File: src/rtl/impulse_monitor.sv
// impulse_monitor: measures the spacing of rising edges on a pulse stream,
//    declares lock after LOCK_COUNT consecutive periods of EXPECTED_PERIOD
//    cycles, and flags wrong periods and lost streams (gap reaching TIMEOUT).
// Latency: every output is registered and reflects the clock edge at which
//    the triggering input was sampled (one clock after the edge cycle).
// Backpressure: none; the block observes impulse_in every cycle and never stalls.
//
// Ports:
//    clk         - single clock, rising edge
//    reset       - asynchronous, active-low reset
//    impulse_in  - monitored pulse stream, synchronous to clk
//    clear       - synchronous clear of FSM state and statistics
//    locked      - high while LOCK_COUNT consecutive correct periods have been seen
//    period_err  - one-cycle strobe: measured period differs from EXPECTED_PERIOD
//    timeout     - one-cycle strobe: no edge for TIMEOUT cycles after a reference edge
//    period_out  - last measured period in cycles
//    pulse_count - number of detected rising edges, wraps at 16 bits
module impulse_monitor #(
   parameter int EXPECTED_PERIOD = 6,
   parameter int LOCK_COUNT      = 3,
   parameter int TIMEOUT         = 12,
   parameter int CNT_W           = 8
) (
   input  logic             clk,
   input  logic             reset,
   input  logic             impulse_in,
   input  logic             clear,
   output logic             locked,
   output logic             period_err,
   output logic             timeout,
   output logic [CNT_W-1:0] period_out,
   output logic [15:0]      pulse_count
);

   // good_cnt must be able to hold LOCK_COUNT itself (saturation value)
   localparam int GC_W = (LOCK_COUNT < 2) ? 1 : $clog2(LOCK_COUNT + 1);

   typedef enum logic [1:0] {
      IDLE    = 2'd0,
      MEASURE = 2'd1,
      LOCKED  = 2'd2
   } state_t;

   state_t          state;
   state_t          state_nxt;
   logic            prev;
   logic            pulse_edge;
   logic [CNT_W-1:0] ivl;
   logic [GC_W-1:0] good_cnt;
   logic [GC_W-1:0] good_cnt_nxt;
   logic            period_hit;
   logic            gap_expired;
   logic            ivl_sat;
   logic            err_nxt;
   logic            to_nxt;
   logic            meas_load;

   // A multi-cycle high level produces only one edge
   assign pulse_edge = impulse_in & ~prev;

   // ivl counts cycles since the previous edge: at an edge it holds the period
   assign period_hit  = (int'(ivl) == EXPECTED_PERIOD);
   assign gap_expired = (int'(ivl) >= TIMEOUT);
   assign ivl_sat     = (ivl == {CNT_W{1'b1}});

   assign locked = (state == LOCKED);

   //---------------------------------------------------------------------
   // FSM state register
   //---------------------------------------------------------------------
   always_ff @(posedge clk or negedge reset) begin
      if (!reset) begin
         state <= IDLE;
      end else begin
         state <= state_nxt;
      end
   end

   //---------------------------------------------------------------------
   // FSM next-state and per-edge decisions
   //---------------------------------------------------------------------
   always_comb begin
      state_nxt    = state;
      good_cnt_nxt = good_cnt;
      err_nxt      = 1'b0;
      to_nxt       = 1'b0;
      meas_load    = 1'b0;

      if (clear) begin
         state_nxt    = IDLE;
         good_cnt_nxt = '0;
      end else begin
         case (state)
            IDLE: begin
               // First edge only establishes the reference; nothing measured
               if (pulse_edge) begin
                  state_nxt    = MEASURE;
                  good_cnt_nxt = '0;
               end
            end
            MEASURE, LOCKED: begin
               // An edge wins over a simultaneous timeout threshold
               if (pulse_edge) begin
                  meas_load = 1'b1;
                  if (period_hit) begin
                     if (int'(good_cnt) < LOCK_COUNT) begin
                        good_cnt_nxt = good_cnt + 1'b1;
                     end
                     if (int'(good_cnt) + 1 >= LOCK_COUNT) begin
                        state_nxt = LOCKED;
                     end
                  end else begin
                     err_nxt      = 1'b1;
                     good_cnt_nxt = '0;
                     state_nxt    = MEASURE;
                  end
               end else if (gap_expired) begin
                  to_nxt       = 1'b1;
                  good_cnt_nxt = '0;
                  state_nxt    = IDLE;
               end
            end
            default: begin
               state_nxt    = IDLE;
               good_cnt_nxt = '0;
            end
         endcase
      end
   end

   //---------------------------------------------------------------------
   // Datapath: edge history, interval counter, statistics, strobes
   //---------------------------------------------------------------------
   always_ff @(posedge clk or negedge reset) begin
      if (!reset) begin
         prev        <= 1'b0;
         ivl         <= '0;
         good_cnt    <= '0;
         period_err  <= 1'b0;
         timeout     <= 1'b0;
         period_out  <= '0;
         pulse_count <= '0;
      end else begin
         // prev tracks the input even during clear so a level held high
         // across clear is not seen as a fresh edge afterwards
         prev       <= impulse_in;
         good_cnt   <= good_cnt_nxt;
         period_err <= err_nxt;
         timeout    <= to_nxt;

         if (clear) begin
            ivl         <= '0;
            period_out  <= '0;
            pulse_count <= '0;
         end else begin
            if (pulse_edge) begin
               ivl         <= CNT_W'(1);
               pulse_count <= pulse_count + 16'd1;
            end else if (!ivl_sat) begin
               ivl <= ivl + 1'b1;
            end

            if (meas_load) begin
               period_out <= ivl;
            end
         end
      end
   end

endmodule

File: config.mk
export PLATFORM = sky130hd
export DESIGN_NAME = impulse_monitor
export DESIGN_NICKNAME = d
export VERILOG_FILES = /design/src/rtl/impulse_monitor.sv
export SDC_FILE = /design/constraint.sdc
export NUM_CORES = 1
export LEC_CHECK = 0
export ABC_AREA = 1
export BUFFER_PORTS_ARGS = -buffer_cell sky130_fd_sc_hd__buf_2
export CELL_PAD_IN_SITES_DETAIL_PLACEMENT = 2
export CELL_PAD_IN_SITES_GLOBAL_PLACEMENT = 2
export CORE_MARGIN = 8
export CORE_UTILIZATION = 33
export CTS_CLUSTER_DIAMETER = 50
export DETAILED_ROUTE_END_ITERATION = 8
export MAX_ROUTING_LAYER = met4
export PLACE_DENSITY = 0.79
export SLEW_MARGIN = 10
export SYNTH_ARGS = -nofsm -noshare
export SYNTH_HDL_FRONTEND = slang
export SYNTH_SLANG_ARGS = --single-unit
File: constraint.sdc
create_clock -name clk -period 1.91 [get_ports clk]
set_input_delay 0.0955 -clock clk [delete_from_list [all_inputs] [get_ports clk]]
set_output_delay 0.0955 -clock clk [all_outputs]
set_load 0.02 [all_outputs]
=== After elaboration in Yosys (flattened, before gate mapping) ===
Index checks and enable logic that the tools add are counted.

* Register bits after elaboration: 39
* Latch bits: 0
* RAM bits: 0
* ROM bits: 0
* Output and inout port bits: 27
* Memories: 0

* Add/sub/neg operators: 4
* $mul: 0
* Div/mod/pow operators: 0
* Magnitude comparators: 3
* Equal/unequal tests: 9
* Shifts and indexed selects: 0
* Mux-type cells: 31
* Bitwise logic cells: 2
* Reductions and logical operators: 6

{| class="wikitable"
|+ Operator list
! operator !! count
|-
| 8-bit 2-to-1 mux || 5
|-
| 16-bit 2-to-1 mux || 2
|-
| 2-bit 2-to-1 mux || 11
|-
| 16-bit by 1-bit adder with 16-bit output, second input constant || 1
|-
| 1-bit 2-to-1 mux || 11
|-
| 5-bit inequality test, second input constant || 2
|-
| 8-bit by 1-bit adder with 8-bit output, second input constant || 1
|-
| 8-bit by 4-bit == test with 1-bit output, second input constant || 1
|-
| 8-bit == test, second input constant || 1
|-
| 8-bit by 4-bit greater-or-equal comparator with 1-bit output, second input constant || 1
|-
| 2-bit case mux with 2 select lines || 2
|-
| 3-bit inequality test, second input constant || 2
|-
| 3-bit AND reduction || 2
|-
| 4-bit inequality test, second input constant || 1
|-
| 2-bit nonzero test || 2
|-
| 2-bit by 1-bit adder with 3-bit output, second input constant || 1
|-
| 3-bit by 2-bit greater-or-equal comparator with 1-bit output, second input constant || 1
|-
| 2-bit by 1-bit adder with 2-bit output, second input constant || 1
|-
| 2-bit by 1-bit == test with 1-bit output, second input constant || 1
|-
| 2-bit == test, second input constant || 1
|-
| 2-bit logical NOT || 1
|-
| 2-bit less-than comparator, second input constant || 1
|-
| 2-bit OR reduction || 1
|-
| 1-bit bitwise AND || 1
|-
| 1-bit NOT || 1
|}

=== Depth between registers and ports, before layout ===
Gate-level depths: netlist of run 1.

* Depth in word-level cells: 7
* Mapped depth: 10
* Depth with buffers taken out: 10

=== Least setup slack after synthesis of run 1 ===
Ideal clock, no wire load.

* Kind: reg2reg
* Start point: register pulse_count[0]
* End point: register pulse_count[8]
* Arrival time: 1.310 ns
* Data required time: 1.839 ns
* Setup slack: 0.528 ns
* Stages on the path, launching flop included: 8
* Buffers on the path: 0
* Period minus slack after synthesis: 1.382 ns
* Cells stage by stage: dfrtp_1 ha_1 nand3_1 nor3_4 nand2_1 nand2_1 nand2_1 nor2_1

* Cells in the longest elaborated chain, start to end: 3

{| class="wikitable"
|+ Ends and longest elaborated chain
! what !! RTL line !! text
|-
| start: declaration || 32 || <nowiki>output logic [15:0] pulse_count</nowiki>
|-
| start signal: assignment || 158 || <nowiki>pulse_count <= pulse_count + 16'd1;</nowiki>
|-
| 16-bit by 1-bit adder with 16-bit output || 158 ||
|-
| 16-bit 2-to-1 mux || 156 || <nowiki>if (pulse_edge) begin</nowiki>
|-
| 16-bit 2-to-1 mux || 151 || <nowiki>if (clear) begin</nowiki>
|}

No other way between the ends. The select of a mux whose other input is x is not followed.
A chain may end at the register's enable or synchronous reset.

=== Worst setup path in the final report of run 1 ===
* Start point: register ivl[0]
* End point: register state[0]

* Cells in the longest elaborated chain, start to end: 5

{| class="wikitable"
|+ Ends and longest elaborated chain
! what !! RTL line !! text
|-
| start: declaration || 48 || <nowiki>logic [CNT_W-1:0] ivl;</nowiki>
|-
| start signal: assignment || 160 || <nowiki>ivl <= ivl + 1'b1;</nowiki>
|-
| branches (longest 5 deep; another with 8-bit by 4-bit greater-or-equal comparator with 1-bit output) || - ||
|-
| end signal: assignment || 75 || <nowiki>state <= state_nxt;</nowiki>
|-
| end: declaration || 44 || <nowiki>state_t state;</nowiki>
|}

Parallel ways; which one is timed is not known.

==> metrics.md, run 1 <==
| Metric | Value |
|---|---|
| Status | `finished clean` |
| Crit path launch | `ivl[0]$_DFFE_PN0P_` |
| Sequential share of the synthesized area | `44.5%` |
| FF-to-FF End | `state[0]$_DFFE_PN0P_` |
| Fillers | `about 770` |
| RSZ-0062 raised after global routing | `no` |
| CTS buffer count | `5` |
| Clk root buf | `clkbuf_8` |
| Post-Syn Nets | `300` |
| Slew HR | `65.5%` |
| Slowest stage cell, crit path | `dfrtp_1` |
| Ys Warns | `0` |
| Placed inst area | `2430 um2` |
| Share of flip-flops with an asynchronous set or reset | `100%` |
| Area growth from synthesis to layout | `16.3%` |
| CP bufs+invs | `2` |
| Maximum clock rate | `598 MHz` |
| Final worst-path cycle share | `between 80% and 90%` |
| Static leakage | `0.00133 uW` |
| Cell depth of the worst setup path | `9` |
| DRC Markers | `0` |
| Max-cap violations | `0` |
| Synth unique cells | `29` |
| GRT overflow | `0` |
| Setup WS pre-CTS | `0.263 ns` |
| Crit path arrival time | `about 1.9 ns` |
| Cells after Synth | `286` |
| WP data required | `2.11 ns` |
| Leading cell type in the layout, fill and taps excluded | `nand2_1` |
| Critical-path maximum fanout | `5` |
| Final Critical Period | `1.67 ns` |
| Drt total wl | `approximately 6.5 mm` |
| Routed via count | `2,015` |
| Initial Utilization | `~34%` |
| First-pass GRT wire length | `11.4 mm` |
| Crit end category | `flip-flop` |
| Share of layout cells above drive strength 1 | `17.6%` |
| Skew-Pair Late Insertion Delay | `0.30 ns` |
| Die area | `9520 um2` |
| Initial antenna violation count | `0` |
| CTS tree | `yes` |
| Final worst setup slack | `0.238 ns` |
| Maximum vdd drop | `about 0.00036 V` |
| Number of global-route vias before repair | `approximately 2,300` |
| Final Hold Viols | `0` |
| Largest net degree at the start of global routing | `40` |
| Post-DRT Antenna Nets | `0` |
| Initial DRC Count | `51` |
| Startpoint types | `flip-flop` |
| Final Slew Violations | `0` |
| Overall Power | `between 1500 and 2000 uW` |
| Initial DRT Pass Iterations | `2` |
| Reg clk slew, reported paths | `around 0.08 ns` |
| Final Core Density | `40.0%` |
| Post-DP HPWL | `between 5 and 6 mm` |
| Die W | `97.6 um` |
| Post-synthesis cell area | `2190 um2` |
| Worst Hold Class | `in2reg` |
| Worst slew pin tran | `0.518 ns` |
| Post-layout instance area | `2550 um2` |
| GRT Total Usage | `15.0%` |
| Avg Cell Area, Syn | `7.67 um2` |
| Vias per inst | `5.02` |
| Setup TNS | `0 ns` |
| Core ar. | `6390 um2` |
| Htree depth | `2` |
| Hold worst-path end | `period_err$_DFF_PN0_` |
| Max stage delay on crit path | `0.43 ns` |
| CTS Buffer Depth | `2` |
| PostCTS Resize Cnt | `0` |
| Crit Path Class | `reg2reg` |
| Highest-count cells in the layout ignoring fill and taps | `60 x nand2_1, 42 x nor2_1, 40 x inv_1` |
| I/O pin count | `31` |
| R2R Path Start | `ivl[0]$_DFFE_PN0P_` |
| R2R Setup Slk | `about 0.24 ns` |
| Final setup violation count | `0` |
| Clk_skew | `0.00963 ns` |
| Synth Register Bits | `39` |
| WL per Instance | `between 15 and 20 um` |
| ANT cells | `0` |
| Pwr dens | `697 nW/um2` |
| Final net count | `337` |
| Worst hold stages | `2` |
| Row count | `29` |
| Crit path cell chain | `inv_1, ha_1, nand3_1, nor2_2, nand3_1, inv_1, nor2_1, nand2_1, nand2_1` |
| Clock sinks | `39` |
| Post-synth EDFFs | `0` |
| Port-buffer cells | `30` |
| Routability cong. | `0.811` |
| CP top delay family | `simple AND/OR/NAND/NOR gates` |
| Synth Flop Type | `dfrtp_1` |
| Hold_sp | `clear` |
| Reg2Reg Depth | `9` |
| Die Height | `between 90 and 100 um` |
-- synth_stat cells, drive strengths merged, types with 4 or more instances --
cell,instances,area share (%)
a21oi,9,2.1
o21ai,18,4.1
nand2,63,11
nor2,47,9.3
nand3,29,6.8
nand4,6,1.7
ha,10,5.7
nor3,8,2.6
buf,4,1.6
dfrtp,39,44
inv,42,7.2
-- kinds of logic (layout without fill, tap and decap cells) --
kind of cell	after synthesis	in the layout	synth area share, %
and+or+nand+nor	156	156	32.4
buffers and inverters	48	86	9.12
DFF	39	39	44.5
AOI/OAI and AO/OA	32	32	7.87
adders and majority gates	10	10	5.70
muxes	1	1	0.456
-- report_power, final --
group          internal [uW]  leakage, uW  switching, uW  total [uW]
Clock                    329    0.0000505            310         639
Combinational           81.5     0.000739            182         263
Sequential               851     0.000537           25.2         876
Total                   1260      0.00133            517        1780
-- sequential cells by signal, indices dropped and copies added, names as in the netlist --
signal       count
period_err       1
pulse_count     16
prev             1
state            2
period_out       8
timeout          1
good_cnt         2
ivl              8
-- through the flow --
stage / cells / hold WS [ns]
after floorplan: 286 / -0.200
after global placement: 391 / 0.200
after detailed placement: 391 / 0.200
after CTS: 401 / 0.0428
after global routing: 401 / 0.0515
final: 401 / 0.0534
-- per-layer routing --
layer	vias to the layer above	part of all wire, %	track usage [%]
li1	983	-	-
met4	0	1.7	5.24
met2	26	51	25.7
met1	996	43	16.4
met3	10	3.5	3.77
met5	-	0	-
-- repair_timing --
item                                    in CTS  in global routing
endpoints found under the setup margin       0                  0
hold endpoints to repair                    40                  0
setup buffers                                0                  0
hold buffers                                 2                  0
-- final cells by class --
type / instances / area, um2 / share of cell area (%)
multi-input cells: 199 / 1020 / 39.9
flip-flops and latches: 39 / 976 / 38.2
repair buffers: 36 / 200 / 7.84
inverters: 42 / 158 / 6.18
clock buffers: 7 / 96.3 / 3.77
well taps: 77 / 96.3 / 3.77
clock inverters: 1 / 7.51 / 0.294
-- worst max-delay path by stage --
stage	end	slack, ns
6_report	state[0]$_DFFE_PN0P_	0.24
5_1_grt	state[0]$_DFFE_PN0P_	0.09
4_1_cts	state[0]$_DFFE_PN0P_	0.23
3_5_place_dp	state[0]$_DFFE_PN0P_	0.26
3_3_place_gp	state[0]$_DFFE_PN0P_	0.27
2_1_floorplan	pulse_count[8]$_DFFE_PN0P_	0.53
Note: power is estimated with default switching activity, not from simulation.
==> run 2, diff against run 1 <==
--- a/config.mk
+++ b/config.mk
@@ -5,12 +5,11 @@
 export SDC_FILE = /design/constraint.sdc
 export NUM_CORES = 1
 export LEC_CHECK = 0
-export ABC_AREA = 1
 export BUFFER_PORTS_ARGS = -buffer_cell sky130_fd_sc_hd__buf_2
 export CELL_PAD_IN_SITES_DETAIL_PLACEMENT = 2
 export CELL_PAD_IN_SITES_GLOBAL_PLACEMENT = 2
 export CORE_MARGIN = 8
-export CORE_UTILIZATION = 33
+export CORE_UTILIZATION = 36
 export CTS_CLUSTER_DIAMETER = 50
 export DETAILED_ROUTE_END_ITERATION = 8
 export MAX_ROUTING_LAYER = met4
==> run 2 against run 1 <==
Effect of this change:
- synthesized cell count is 31% lower
- cell area is 3.8% lower
- area after synthesis is 7.4% lower
- non-clock buffer count is 6 higher
- routed wire length is 16% lower
- sequential share of layout area is 1.5 points higher
- global-route usage is 0.50 points lower
- critical endpoint is now state[1]$_DFFE_PN0P_
==> metrics.md, run 2 <==
| Metric | Value |
|---|---|
| Status | `finished clean (unchanged)` |
| Final setup violation count | `0 (unchanged)` |
| Area growth from synthesis to layout | `20.7% (was 16.3%)` |
| Maximum vdd drop | `0.000421 V (was 0.000362 V)` |
| Worst Hold Class | `in2reg (unchanged)` |
| Synth Flop Type | `dfrtp_1 (unchanged)` |
| Die area | `8310 um2 (was 9520 um2)` |
| Routed via count | `1,657 (was 2,015)` |
| I/O pin count | `31 (unchanged)` |
| Cells after DPL | `301 (was 391)` |
| CTS tree | `yes (unchanged)` |
| Crit path arrival time | `1.99 ns (was 1.87 ns)` |
| DRC Markers | `0 (unchanged)` |
| Post-synth EDFFs | `0 (unchanged)` |
| Final Slew Violations | `0 (unchanged)` |
| Initial Utilization | `37.2% (was 34.4%)` |
| Largest net degree at the start of global routing | `40 (unchanged)` |
| Avg Cell Area, Syn | `10.3 um2 (was 7.67 um2)` |
| Core ar. | `5470 um2 (was 6390 um2)` |
| Top reg by flops | `pulse_count (unchanged)` |
| Port-buffer cells | `30 (unchanged)` |
| Post-Syn Nets | `211 (was 300)` |
| Final net count | `252 (was 337)` |
| Crit Path Class | `reg2reg (unchanged)` |
| Row count | `27 (was 29)` |
| CTS Buffer Depth | `2 (unchanged)` |
| Number of global-route vias before repair | `1,867 (was 2,329)` |
| Final worst setup slack | `0.139 ns (was 0.238 ns)` |
| Post-synthesis cell area | `2030 um2 (was 2190 um2)` |
| WP data required | `2.13 ns (was 2.11 ns)` |
| CP top delay family | `simple AND/OR/NAND/NOR gates (unchanged)` |
| Leading cell type in the layout, fill and taps excluded | `dfrtp_1 (was nand2_1)` |
| CP bufs+invs | `1 (was 2)` |
| Max FFs per register | `16 (unchanged)` |
| Final Core Density | `44.9% (was 40.0%)` |
| Synth Register Bits | `39 (unchanged)` |
| Skew-Pair Late Insertion Delay | `0.29 ns (was 0.30 ns)` |
| Final Hold Viols | `0 (unchanged)` |
| Sequential share of the synthesized area | `48.0% (was 44.5%)` |
| Crit end category | `flip-flop (unchanged)` |
| Die Height | `91.2 um (was 97.6 um)` |
| GRT overflow | `0 (unchanged)` |
| Clk_skew | `0.00368 ns (was 0.00963 ns)` |
| Max-cap violations | `0 (unchanged)` |
| Dominant cell by count in the synthesized netlist | `dfrtp_1 (was nand2_1)` |
| Clock sinks | `39 (unchanged)` |
| Routability cong. | `0.798 (was 0.811)` |
| First-pass GRT wire length | `9.48 mm (was 11.4 mm)` |
| Initial DRT Pass Iterations | `4 (was 2)` |
| Clk root buf | `clkbuf_8 (unchanged)` |
| Synth top area share | `48.0% (was 44.5%)` |
| CTS buffer count | `5 (unchanged)` |
| Cells after Synth | `197 (was 286)` |
| Crit path cell chain | `inv_1, ha_1, nor4bb_4, nand3_2, o32ai_4, mux2i_1 (was inv_1, ha_1, nand3_1, nor2_2, nand3_1, inv_1, nor2_1, nand2_1, nand2_1)` |
| Final std cells w/o fill | `311 (was 401)` |
| Synth cell count leaders | `39 x dfrtp_1, 24 x nor2_1, 13 x a21oi_1 (was 60 x nand2_1, 42 x nor2_1, 40 x inv_1, 39 x dfrtp_1, 28 x nand3_1)` |
| Slew HR | `65.1% (was 65.5%)` |
| Synth unique cells | `43 (was 29)` |
| Worst slew pin tran | `0.524 ns (was 0.518 ns)` |
| Ys Warns | `0 (unchanged)` |
| Static leakage | `0.00121 uW (was 0.00133 uW)` |
| Post-DP HPWL | `3.91 mm (was 5.04 mm)` |
| Cell taking the most area after synthesis | `dfrtp_1 (unchanged)` |
| Setup TNS | `0 ns (unchanged)` |
| Top Registers | `pulse_count: 16 flops, ivl: 8 flops, period_out: 8 flops (unchanged)` |
| Share of flip-flops with an asynchronous set or reset | `100% (unchanged)` |
| Overall Power | `1650 uW (was 1780 uW)` |
| WL per Instance | `17.6 um (was 16.3 um)` |
| ANT cells | `0 (unchanged)` |
| Initial antenna violation count | `0 (unchanged)` |
| Fillers | `603 (was 767)` |
| Post-DRT Antenna Nets | `0 (unchanged)` |
| Final Critical Period | `1.77 ns (was 1.67 ns)` |
| Htree depth | `2 (unchanged)` |
| Die W | `91.2 um (was 97.6 um)` |
| Startpoint types | `flip-flop (unchanged)` |
| Critical-path maximum fanout | `3 (was 5)` |
| Vias per inst | `5.33 (was 5.02)` |
| Share of layout cells above drive strength 1 | `24.3% (was 17.6%)` |
| Final worst-path cycle share | `92.7% (was 87.5%)` |
| Highest-count cells in the layout ignoring fill and taps | `39 x dfrtp_1, 30 x buf_2, 24 x nor2_1 (was 60 x nand2_1, 42 x nor2_1, 40 x inv_1)` |
| Top cells by area, synth | `dfrtp_1 48%, ha_1 6.2%, mux2i_1 4.9%, nor2_1 4.4%, a21oi_1 3.2% (was dfrtp_1 44%, nand2_1 10%, nor2_1 7.2%, inv_1 6.8%, nand3_1 6.4%)` |
| GRT Total Usage | `14.5% (was 15.0%)` |
| Initial DRC Count | `33 (was 51)` |
| Reg clk slew, reported paths | `0.08 ns (about the same)` |
| Drt total wl | `5.49 mm (was 6.55 mm)` |
| Max stage delay on crit path | `0.38 ns (was 0.43 ns)` |
| Setup WS pre-CTS | `-0.0106 ns (was 0.263 ns)` |
| Pwr dens | `673 nW/um2 (was 697 nW/um2)` |
| Slowest stage cell, crit path | `dfrtp_1 (unchanged)` |
| Maximum clock rate | `565 MHz (was 598 MHz)` |
run 2: cell count changes after synthesis, moves of 4 or more:
cell     previous run  this run
a21oi_1             9        13
and2_1              1         5
inv_1              40        10
mux2i_1             1        10
nand2_1            60         9
nand3_1            28         5
nor2_1             42        24
nor3_1              6         1
o21ai_0            17         7
o31ai_1             0         4
or4_1               0         6
xor2_1              0         7
run 2: worst paths after layout:
check / to / slack [ns] / from / cells past startpoint
worst max-delay path: state[1]$_DFFE_PN0P_ / 0.14 / state[1]$_DFFE_PN0P_ / 6
max in group asynchronous: pulse_count[12]$_DFFE_PN0P_ / 1.15 / reset / 3
worst min-delay path: period_out[3]$_DFFE_PN0P_ / 0.11 / clear / 2
worst min register to register: period_out[0]$_DFFE_PN0P_ / 0.52 / period_out[0]$_DFFE_PN0P_ / 2
min in group asynchronous: period_out[5]$_DFFE_PN0P_ / 0.39 / reset / 3
worst max register to register: state[1]$_DFFE_PN0P_ / 0.14 / state[1]$_DFFE_PN0P_ / 6
run 2: final cells by class:
type | instances | area [um2] | area share (%)
clock buffer | 8 | 100 | 4.08
sequential | 39 | 976 | 39.8
tap | 72 | 90.1 | 3.67
multi-input combinational | 140 | 1010 | 41.0
timing repair buffer | 42 | 245 | 9.99
inverter | 10 | 37.5 | 1.53
run 2: kinds of logic after synthesis:
group,Yosys count,share of synthesized area [%]
xor gates and xnor gates,10,4.31
DFF,39,48.0
and+or+nand+nor,76,22.2
AOI/OAI and AO/OA,34,10.3
buffers and inverters,18,4.06
muxes,10,4.92
adders and majority gates,10,6.15
run 2: repair_timing:
action	4_1_cts	5_1_grt
hold buffers	2	0
setup endpoints to repair	2	2
hold endpoints to repair	40	0
gates resized for setup	1	3
pin swaps	0	3
buffers inserted	0	0
run 2: metal layers:
metal	up-vias	share of wire (%)	GRT usage (%)
li1	778	-	-
met1	851	47	17.2
met2	26	49	23.6
met3	2	3.2	3.29
met4	0	0.84	4.77
met5	-	0	-
run 2: per-stage QoR:
step,hold slack (ns),instance area (um2)
floorplan,-0.200,2030
global placement,0.192,2300
detailed placement,0.199,2300
CTS,0.0916,2430
global route,0.128,2450
finish,0.113,2450
run 2: report_power, final:
group	switching (uW)	internal, uW
registers	15.0	840
clock network	294	330
logic	102	71.8
total	411	1240
